## src/rtl/mpsoc_msi_wb_master_engine.sv

```systemverilog
// Wishbone B3 master engine: turns one (addr, dir, length) command into a classic or
// linear incrementing burst, handling ack/err/rty with a bounded retry count.
module mpsoc_msi_wb_master_engine #(
  parameter int unsigned DW      = 32,
  parameter int unsigned AW      = 32,
  parameter int unsigned MAXLEN  = 16,
  parameter int unsigned RTY_MAX = 4,
  localparam int unsigned LW     = $clog2(MAXLEN)
) (
  input  logic            wb_clk,
  input  logic            wb_rst,
  input  logic            cmd_valid,
  output logic            cmd_ready,
  input  logic            cmd_we,
  input  logic [AW-1:0]   cmd_adr,
  input  logic [LW-1:0]   cmd_len,
  input  logic [DW-1:0]   wr_data,
  input  logic [DW/8-1:0] wr_sel,
  output logic            wr_ready,
  output logic [DW-1:0]   rd_data,
  output logic            rd_valid,
  output logic            done,
  output logic            done_err,
  output logic [AW-1:0]   wb_adr_o,
  output logic [DW-1:0]   wb_dat_o,
  output logic [DW/8-1:0] wb_sel_o,
  output logic            wb_we_o,
  output logic            wb_cyc_o,
  output logic            wb_stb_o,
  output logic [2:0]      wb_cti_o,
  output logic [1:0]      wb_bte_o,
  input  logic [DW-1:0]   wb_dat_i,
  input  logic            wb_ack_i,
  input  logic            wb_err_i,
  input  logic            wb_rty_i
);

  localparam int unsigned RW = $clog2(RTY_MAX + 1);
  localparam logic [2:0] CtiClassic = 3'b000;
  localparam logic [2:0] CtiIncr    = 3'b010;
  localparam logic [2:0] CtiEnd     = 3'b111;

  typedef enum logic [1:0] {StIdle, StBus, StRetry, StDone} state_e;

  state_e            state_q, state_d;
  logic              cyc_q, cyc_d;
  logic              we_q, we_d;
  logic [AW-1:0]     adr_q, adr_d;
  logic [DW/8-1:0]   sel_q, sel_d;
  logic [2:0]        cti_q, cti_d;
  logic [LW-1:0]     len_q, len_d;
  logic [LW-1:0]     cnt_q, cnt_d;
  logic [RW-1:0]     rty_q, rty_d;
  logic [DW-1:0]     rd_data_q, rd_data_d;
  logic              rd_valid_q, rd_valid_d;
  logic              wr_ready_q, wr_ready_d;
  logic              done_q, done_d;
  logic              done_err_q, done_err_d;

  always_ff @(posedge wb_clk or posedge wb_rst) begin
    if (wb_rst) begin
      state_q    <= StIdle;
      cyc_q      <= 1'b0;
      we_q       <= 1'b0;
      adr_q      <= '0;
      sel_q      <= '0;
      cti_q      <= CtiClassic;
      len_q      <= '0;
      cnt_q      <= '0;
      rty_q      <= '0;
      rd_data_q  <= '0;
      rd_valid_q <= 1'b0;
      wr_ready_q <= 1'b0;
      done_q     <= 1'b0;
      done_err_q <= 1'b0;
    end else begin
      state_q    <= state_d;
      cyc_q      <= cyc_d;
      we_q       <= we_d;
      adr_q      <= adr_d;
      sel_q      <= sel_d;
      cti_q      <= cti_d;
      len_q      <= len_d;
      cnt_q      <= cnt_d;
      rty_q      <= rty_d;
      rd_data_q  <= rd_data_d;
      rd_valid_q <= rd_valid_d;
      wr_ready_q <= wr_ready_d;
      done_q     <= done_d;
      done_err_q <= done_err_d;
    end
  end

  always_comb begin
    state_d    = state_q;
    cyc_d      = cyc_q;
    we_d       = we_q;
    adr_d      = adr_q;
    sel_d      = sel_q;
    cti_d      = cti_q;
    len_d      = len_q;
    cnt_d      = cnt_q;
    rty_d      = rty_q;
    rd_data_d  = rd_data_q;
    rd_valid_d = 1'b0;
    wr_ready_d = 1'b0;
    done_d     = 1'b0;
    done_err_d = 1'b0;
    unique case (state_q)
      StIdle: begin
        if (cmd_valid) begin
          state_d = StBus;
          cyc_d   = 1'b1;
          we_d    = cmd_we;
          adr_d   = cmd_adr;
          len_d   = cmd_len;
          cnt_d   = '0;
          rty_d   = '0;
          sel_d   = cmd_we ? '0 : '1;
          cti_d   = (cmd_len == '0) ? CtiClassic : CtiIncr;
        end
      end
      StBus: begin
        // Priority err > rty > ack; responses only count while the strobe is up.
        if (cyc_q && wb_err_i) begin
          state_d    = StDone;
          cyc_d      = 1'b0;
          done_d     = 1'b1;
          done_err_d = 1'b1;
        end else if (cyc_q && wb_rty_i) begin
          cyc_d = 1'b0;
          if (rty_q == RW'(RTY_MAX - 1)) begin
            state_d    = StDone;
            done_d     = 1'b1;
            done_err_d = 1'b1;
          end else begin
            state_d = StRetry;
            rty_d   = rty_q + RW'(1);
          end
        end else if (cyc_q && wb_ack_i) begin
          rty_d      = '0;
          rd_valid_d = ~we_q;
          wr_ready_d = we_q;
          if (!we_q) begin
            rd_data_d = wb_dat_i;
          end
          if (cnt_q == len_q) begin
            state_d = StDone;
            cyc_d   = 1'b0;
            done_d  = 1'b1;
          end else begin
            cnt_d = cnt_q + LW'(1);
            adr_d = adr_q + AW'(DW / 8);
            cti_d = ((cnt_q + LW'(1)) == len_q) ? CtiEnd : CtiIncr;
          end
        end
      end
      StRetry: begin
        state_d = StBus;
        cyc_d   = 1'b1;
      end
      StDone: begin
        state_d = StIdle;
      end
      default: begin
        state_d = StIdle;
        cyc_d   = 1'b0;
      end
    endcase
  end

  assign cmd_ready = (state_q == StIdle);
  assign wr_ready  = wr_ready_q;
  assign rd_data   = rd_data_q;
  assign rd_valid  = rd_valid_q;
  assign done      = done_q;
  assign done_err  = done_err_q;
  assign wb_adr_o  = adr_q;
  assign wb_dat_o  = wr_data;
  assign wb_sel_o  = we_q ? wr_sel : sel_q;
  assign wb_we_o   = we_q;
  assign wb_cyc_o  = cyc_q;
  assign wb_stb_o  = cyc_q;
  assign wb_cti_o  = cti_q;
  assign wb_bte_o  = 2'b00;

endmodule

```

## config.mk

```make
export PLATFORM = sky130hd
export DESIGN_NAME = mpsoc_msi_wb_master_engine
export DESIGN_NICKNAME = d
export VERILOG_FILES = /design/src/rtl/mpsoc_msi_wb_master_engine.sv
export SDC_FILE = /design/constraint.sdc
export NUM_CORES = 1
export LEC_CHECK = 0
export CAP_MARGIN = 20
export CORE_UTILIZATION = 32
export CTS_BUF_LIST = sky130_fd_sc_hd__clkbuf_8
export DETAILED_ROUTE_END_ITERATION = 6
export GPL_ROUTABILITY_DRIVEN = 0
export PLACE_DENSITY = 0.66
export SLEW_MARGIN = 20
export SYNTH_ARGS = -nofsm -noshare
export SYNTH_HDL_FRONTEND = slang
export SYNTH_SLANG_ARGS = --single-unit
```

## constraint.sdc

```tcl
create_clock -name wb_clk -period 6.4 [get_ports wb_clk]
set_clock_uncertainty 0.1 [all_clocks]
set_input_delay 0.96 -clock wb_clk [delete_from_list [all_inputs] [get_ports wb_clk]]
set_output_delay 0.96 -clock wb_clk [all_outputs]
set_load 0.05 [all_outputs]
```

# ---- Yosys cells after proc, flatten, opt, wreduce, memory -nomap -nowiden
# Index checks and enable logic that the tools add are counted.
dict set report classes {
  addsub 3
  eq_ne 15
  muxes 58
  bitwise_logic 3
  n_reduce_logical 13
}
# cell count
set op_table {}
lappend op_table {{2-to-1 mux 32 bit} 5}
lappend op_table {{case mux 32 bit (2 select lines)} 1}
lappend op_table {{2-to-1 mux 3 bit} 11}
lappend op_table {{adder 32 x 3 -> 32 bit, second input constant} 1}
lappend op_table {{2-to-1 mux 4 bit} 7}
lappend op_table {{2-to-1 mux 1 bit} 23}
lappend op_table {{2-to-1 mux 2 bit} 6}
lappend op_table {{case mux 3 bit (2 select lines)} 2}
lappend op_table {{!= test 2 bit, second input constant} 5}
lappend op_table {{AND reduction 5 bit} 2}
lappend op_table {{equality test 4 bit} 2}
lappend op_table {{!= test 4 bit, second input constant} 2}
lappend op_table {{case mux 2 bit (4 select lines)} 1}
lappend op_table {{case mux 4 bit (2 select lines)} 1}
lappend op_table {{!= test 3 bit, second input constant} 2}
lappend op_table {{AND reduction 6 bit} 1}
lappend op_table {{adder 4 x 1 -> 4 bit, second input constant} 1}
lappend op_table {{equality test 2 bit, second input constant} 2}
lappend op_table {{zero test 4 bit} 1}
lappend op_table {{AND reduction 4 bit} 1}
lappend op_table {{adder 3 x 1 -> 3 bit, second input constant} 1}
lappend op_table {{equality test 3 x 2 -> 1 bit, second input constant} 1}
lappend op_table {{logical AND 1 bit} 3}
lappend op_table {{inverter 1 bit} 3}
lappend op_table {{7 further kinds} 7}
dict set report totals {
  regBits 90
  output_inout_bits 113
}

# ---- Depth between registers and ports, before layout
dict set report logic_depth {
  ltp_word 8
  depth_mapped 7
  depth_no_buf 7
}

# ---- Worst setup path after synthesis
# No wires, ideal clock.
dict set report synth_timing {
  kind {flip-flop to flip-flop}
  from {reg state_q[0]}
  to {reg len_q[0]}
  setup_ns 0.125
  arrival_time_ns 2.246
  required_ns 6.175
  slack_ns 3.929
  stages_incl_launch_ff 6
  path_buffers 2
  path_cell_list {dfrtp_1 > nor2_1 > and2_1 > clkbuf_1 > clkbuf_1 > mux2_2}
}
dict set report synth_between {
  elab_chain_cells 2
}
# element line_no
set synth_lines {}
lappend synth_lines {{start, declared} 45} ;# state_e state_q, state_d;
lappend synth_lines {{start signal, assigned} 62} ;# state_q <= StIdle;
lappend synth_lines {{start signal, assigned} 77} ;# state_q <= state_d;
lappend synth_lines {{zero test 2 bit} n/a}
lappend synth_lines {{named net cmd_ready} 13} ;# output logic cmd_ready,
lappend synth_lines {{AND reduction 2 bit (no source line)} n/a}
lappend synth_lines {{end signal, assigned} 83} ;# len_q <= len_d;
lappend synth_lines {{end, declared} 51} ;# logic [LW-1:0] len_q, len_d;
# The timed path passes the listed nets, and every way through them passes these cells.
# A chain may end at the register's enable or synchronous reset.

# ---- Worst setup path after layout
dict set report layout_timing {
  from {in wr_sel[1]}
  to {out wb_sel_o[1]}
}
dict set report layout_between {
  elab_chain_cells 1
}
# element line_no
set layout_lines {}
lappend layout_lines {{start, declared} 18} ;# input logic [DW/8-1:0] wr_sel,
lappend layout_lines {{2-to-1 mux 4 bit} 180} ;# assign wb_sel_o = we_q ? wr_sel : sel_q;
lappend layout_lines {{end, declared} 26} ;# output logic [DW/8-1:0] wb_sel_o,
# Every way passes these cells.

==> results.env <==
GRT_UTIL_ALL_LAYERS_PCT=16.48
TIMING.FINAL.MAX_SLEW_VIOLATIONS=0
CRITICAL_PATH.STARTPOINT='wr_sel[1]'
HOLD_PATH_STARTPOINT='rty_q[2]'
DETAILROUTE.VIA_COUNT=3841
SYNTHARSTFLOPSHARE_PCT=100.0
RR_STARTPOINT='cnt_q[0]'
DRC=0
TIMING.FMAX_MHz=294.4
SYNTH.FF_LATCH_COUNT=86
LAYOUT.AREA.SEQ_UM2=2152
CP_DATA_ARRIVAL_TIME_PS=2340
CTS.SINK_COUNT=86
DRT_PRE_ANTENNA_ITERS=4
AVGSYNTHCELLAREA_UM2=10.49
CORE_AREA_UM2=13990
INITIAL_UTILIZATION_PCT=33.07
SYNTH.LIB_CELLS_USED.DISTINCT=59
NUMBER_OF_ANTENNA_VIOLATIONS_AT_THE_FIRST_CHECK_IN_GLOBAL_ROUTING=0
SEQ_POWER_SHARE_PCT=28.8
FINALWORSTPATHREQUIREDPERIOD_PS=3397
H-TREE-DEPTH=3
CRITICAL_PATH_PEAK_FANOUT=1
NET-SWITCHING-POWER_mW=1.795
VIA_PER_INST=5.170
TOTALWIRELENGTH_UM=12110
WORST_HOLD_PATH_TYPE='flop to flop'
MULTI_INPUT_GATE_AREA_UM2=2072
ANTENNA_LEFT=0
CTS_TREE='yes'
UTILIZATION_PCT=45.11
DIE_H_UM=122.2
YOSYS.AREA.TOP_TYPE_SHARE_PCT=46.52
FINISH.NET_COUNT=673
WORST-SETUP-PATH-TYPE='input port to output port'
MAX_SLEW.WORST_PIN.SLEW_PS=915.7
VDD_IR_DROP_MAX_V=0.0003083
FILLER_CELL_COUNT=1318
POST_CTS_HOLD_BUFFER_COUNT=0
PLACE.PORT_BUFFERS=157
SYN-CELL-AREA_UM2=4626
CRITICAL-PATH-MAX-STAGE-DELAY_PS=790
MOSTFREQUENTLAYOUTCELLS='sky130_fd_sc_hd__clkdlybuf4s50_1 (157), sky130_fd_sc_hd__dfrtp_1 (86), sky130_fd_sc_hd__mux2_2 (40)'
RATIO_OF_CELLS_WITH_DRIVE_ABOVE_1_IN_THE_FINAL_LAYOUT_PCT=14.74
FINALSETUPVIOLATIONS=0
REQUIRED_TIME_REPORTED_FOR_THE_CRITICAL_PATH_ENDPOINT_PS=5340
CTS_SETUP_BUFFERS=0
SHARE_CLK_OF_TOTAL_POWER_PCT=11.0
REPORT.POWER.TOTAL_mW=3.521
POWER.DENSITY_CELL_AREA_nW_PER_UM2=558.1
YS_DOMINANT_REG_CELL='sky130_fd_sc_hd__dfrtp_1'
WORSTPATHBUFFERINVERTERCOUNT=2
FINAL-HOLD-VIOLATION-COUNT=0
PATH_CLK_SLEW_PS=80
SYNTH.YOSYS.WARNINGS=0
P_INT_mW=1.727
DPL.HPWL_UM=8787
POWER.SWITCHING_FRACTION_PCT=50.96
SYNTH_ENABLE_FLOP_CELLS=0
P_R_AREA_GROWTH_VS_SYN_PCT=36.41
MAXCAPVIOLCOUNT=0
SYNTH.TOP_CELLS.BY_AREA='sky130_fd_sc_hd__dfrtp_1 (47%), sky130_fd_sc_hd__mux2_2 (9.7%), sky130_fd_sc_hd__buf_4 (6.5%)'
RSZ_0062_RAISED_AFTER_GLOBAL_ROUTING='false'
SYNTH.YOSYS.SEQ_AREA_SHARE_PCT=46.52
CLOCKROOTBUFFER='sky130_fd_sc_hd__clkbuf_8'
TRITONCTS.NUM_BUFFERS=9
GRT_PASS1_VIAS=3902
GRT_FIRST_PASS_WIRELENGTH_UM=19270
NUM_ANTENNA_CELLS=0
CLOCK_INSERTION_DELAY_WORST_SKEW_PS=370
CELLLEAKAGEPOWER_nW=2.532
TIMING.FINAL.CRIT_SHARE_PCT=53.08
PATH_DELAY_FAMILY='buffers and inverters'
CLOCK_PATH_BUFFERS=2
FIN_SETUP_TNS_PS=0
CHIP_WIDTH_UM=122.2
START_KIND='input port'
WL_PER_CELL_UM=16.30
MOST_COMMON_CELL_AFTER_LAYOUT_FILL_AND_TAPS_ASIDE='sky130_fd_sc_hd__clkdlybuf4s50_1'
DIEAREA_UM2=14940
CP_CELL_SEQUENCE='clkdlybuf4s50_1 > nand2_1 > nand2_1 > clkdlybuf4s50_1'
COMBPWRFRAC_PCT=60.2
CPMAXSTAGEDELAYCELL='sky130_fd_sc_hd__clkdlybuf4s50_1'
DRT_FIRST_ITER_VIOLATIONS=223
TIMING.SLEW.HEADROOM_PCT=38.82
GRT-OVFL-TOTAL=0
POST_CTS_RESIZE_COUNT=0
PIN_COUNT=224
YOSYSTOPAREACELL='sky130_fd_sc_hd__dfrtp_1'
NETLIST_INSTANCES=441
STD_CELL_ROWS=43
OUTCOME='finished, final reports clean'
GRT_MAX_DEGREE=56
WORSTSETUPENDPOINTTYPE='output port'
==> tightest hold or removal path, stage by stage (launching register included) <==
cell	delay, ps
sky130_fd_sc_hd__dfrtp_1	350
sky130_fd_sc_hd__nand2_1	50
sky130_fd_sc_hd__o41ai_1	60
==> layout make-up <==
| cell class | instances | share of cell area, % |
|---|---|---|
| clock buffer | 9 | 1.963 |
| multi-input combinational | 291 | 32.84 |
| tap | 180 | 3.569 |
| inverter | 7 | 0.4362 |
| clock inverter | 7 | 1.150 |
| timing repair buffer | 163 | 25.94 |
| sequential | 86 | 34.11 |
==> state kept, by name, indices dropped and copies added, names as in the netlist <==
signal / cells
rd_data: 32
wb_adr_o: 32
cnt_q: 4
len_q: 4
rty_q: 3
state_q: 2
wb_cti_o: 2
done: 1
done_err: 1
rd_valid: 1
sel_q: 1
wb_cyc_o: 1
wb_we_o: 1
wr_ready: 1
==> through the flow <==
stage / area [µm²] / hold slack [ps] / worst slack, ps / cells
finish: 6310 / 388.3 / 3003 / 743
global route: 6310 / 434.8 / 2935 / 743
CTS: 6310 / 393.8 / 2996 / 743
detailed placement: 6113 / 373.3 / 3008 / 727
global placement: 6086 / 360.5 / 3011 / 726
floorplan: 4629 / 343.2 / 3118 / 442
==> cells by family (layout without fill, tap and decap cells) <==
family          after synthesis  count (layout)  synth area share, %
xor+xnor                      8               8                1.515
flops                        86              86                46.52
other cells                   1               2              0.08107
buf+inv                      65             186                8.980
mux                          41              41                9.954
compound gates              106             106                16.39
fa+ha+maj                     4               4                1.082
simple gates                130             130                15.47
==> final timing paths <==
path / cells after the start / endpoint / slack [ps]
hold / removal: 2 / rty_q[2] / 390
setup reg to reg: 5 / wb_adr_o[16] / 3700
hold reg to reg: 2 / rty_q[2] / 390
min in group asynchronous: 3 / wb_adr_o[3] / 910
max in group asynchronous: 4 / len_q[1] / 4660
setup / recovery: 4 / wb_sel_o[1] / 3000
==> synthesized netlist by cell type, drive strengths merged, types with 2 or more instances <==
cell / instances
o22a: 8
nor3: 3
nand3: 16
a31oi: 4
buf: 47
nor2: 33
o21ai: 14
o31ai: 4
or3: 2
nand2b: 3
a21oi: 36
ha: 4
inv: 7
dfrtp: 86
nor2b: 2
mux2: 40
o22ai: 9
xor2: 4
and4: 5
a22o: 3
xnor2: 4
and3: 8
o211ai: 4
nand2: 35
a211oi: 5
and2: 4
clkbuf: 11
nor4: 5
a31o: 2
o2bb2a: 3
nor3b: 3
nand4: 6
a2bb2oi: 2
o41ai: 3
==> power by group through the flow <==
stage	clock network, mW	logic (mW)	registers, mW
4_1_cts	0.403	2.14	1.02
5_1_grt	0.425	2.25	1.05
3_5_place_dp	0	2.13	1.03
2_1_floorplan	0	0.857	1.66
6_report	0.387	2.12	1.01
3_3_place_gp	0	2.09	1.01
==> metal layers <==
layer | share of wire [%] | global-route usage [%]
met5 | 0 | 0
met4 | 2.6 | 8.765
met3 | 5.0 | 2.556
met2 | 51 | 28.34
met1 | 41 | 19.76
Power figures use the tool's default switching activity.
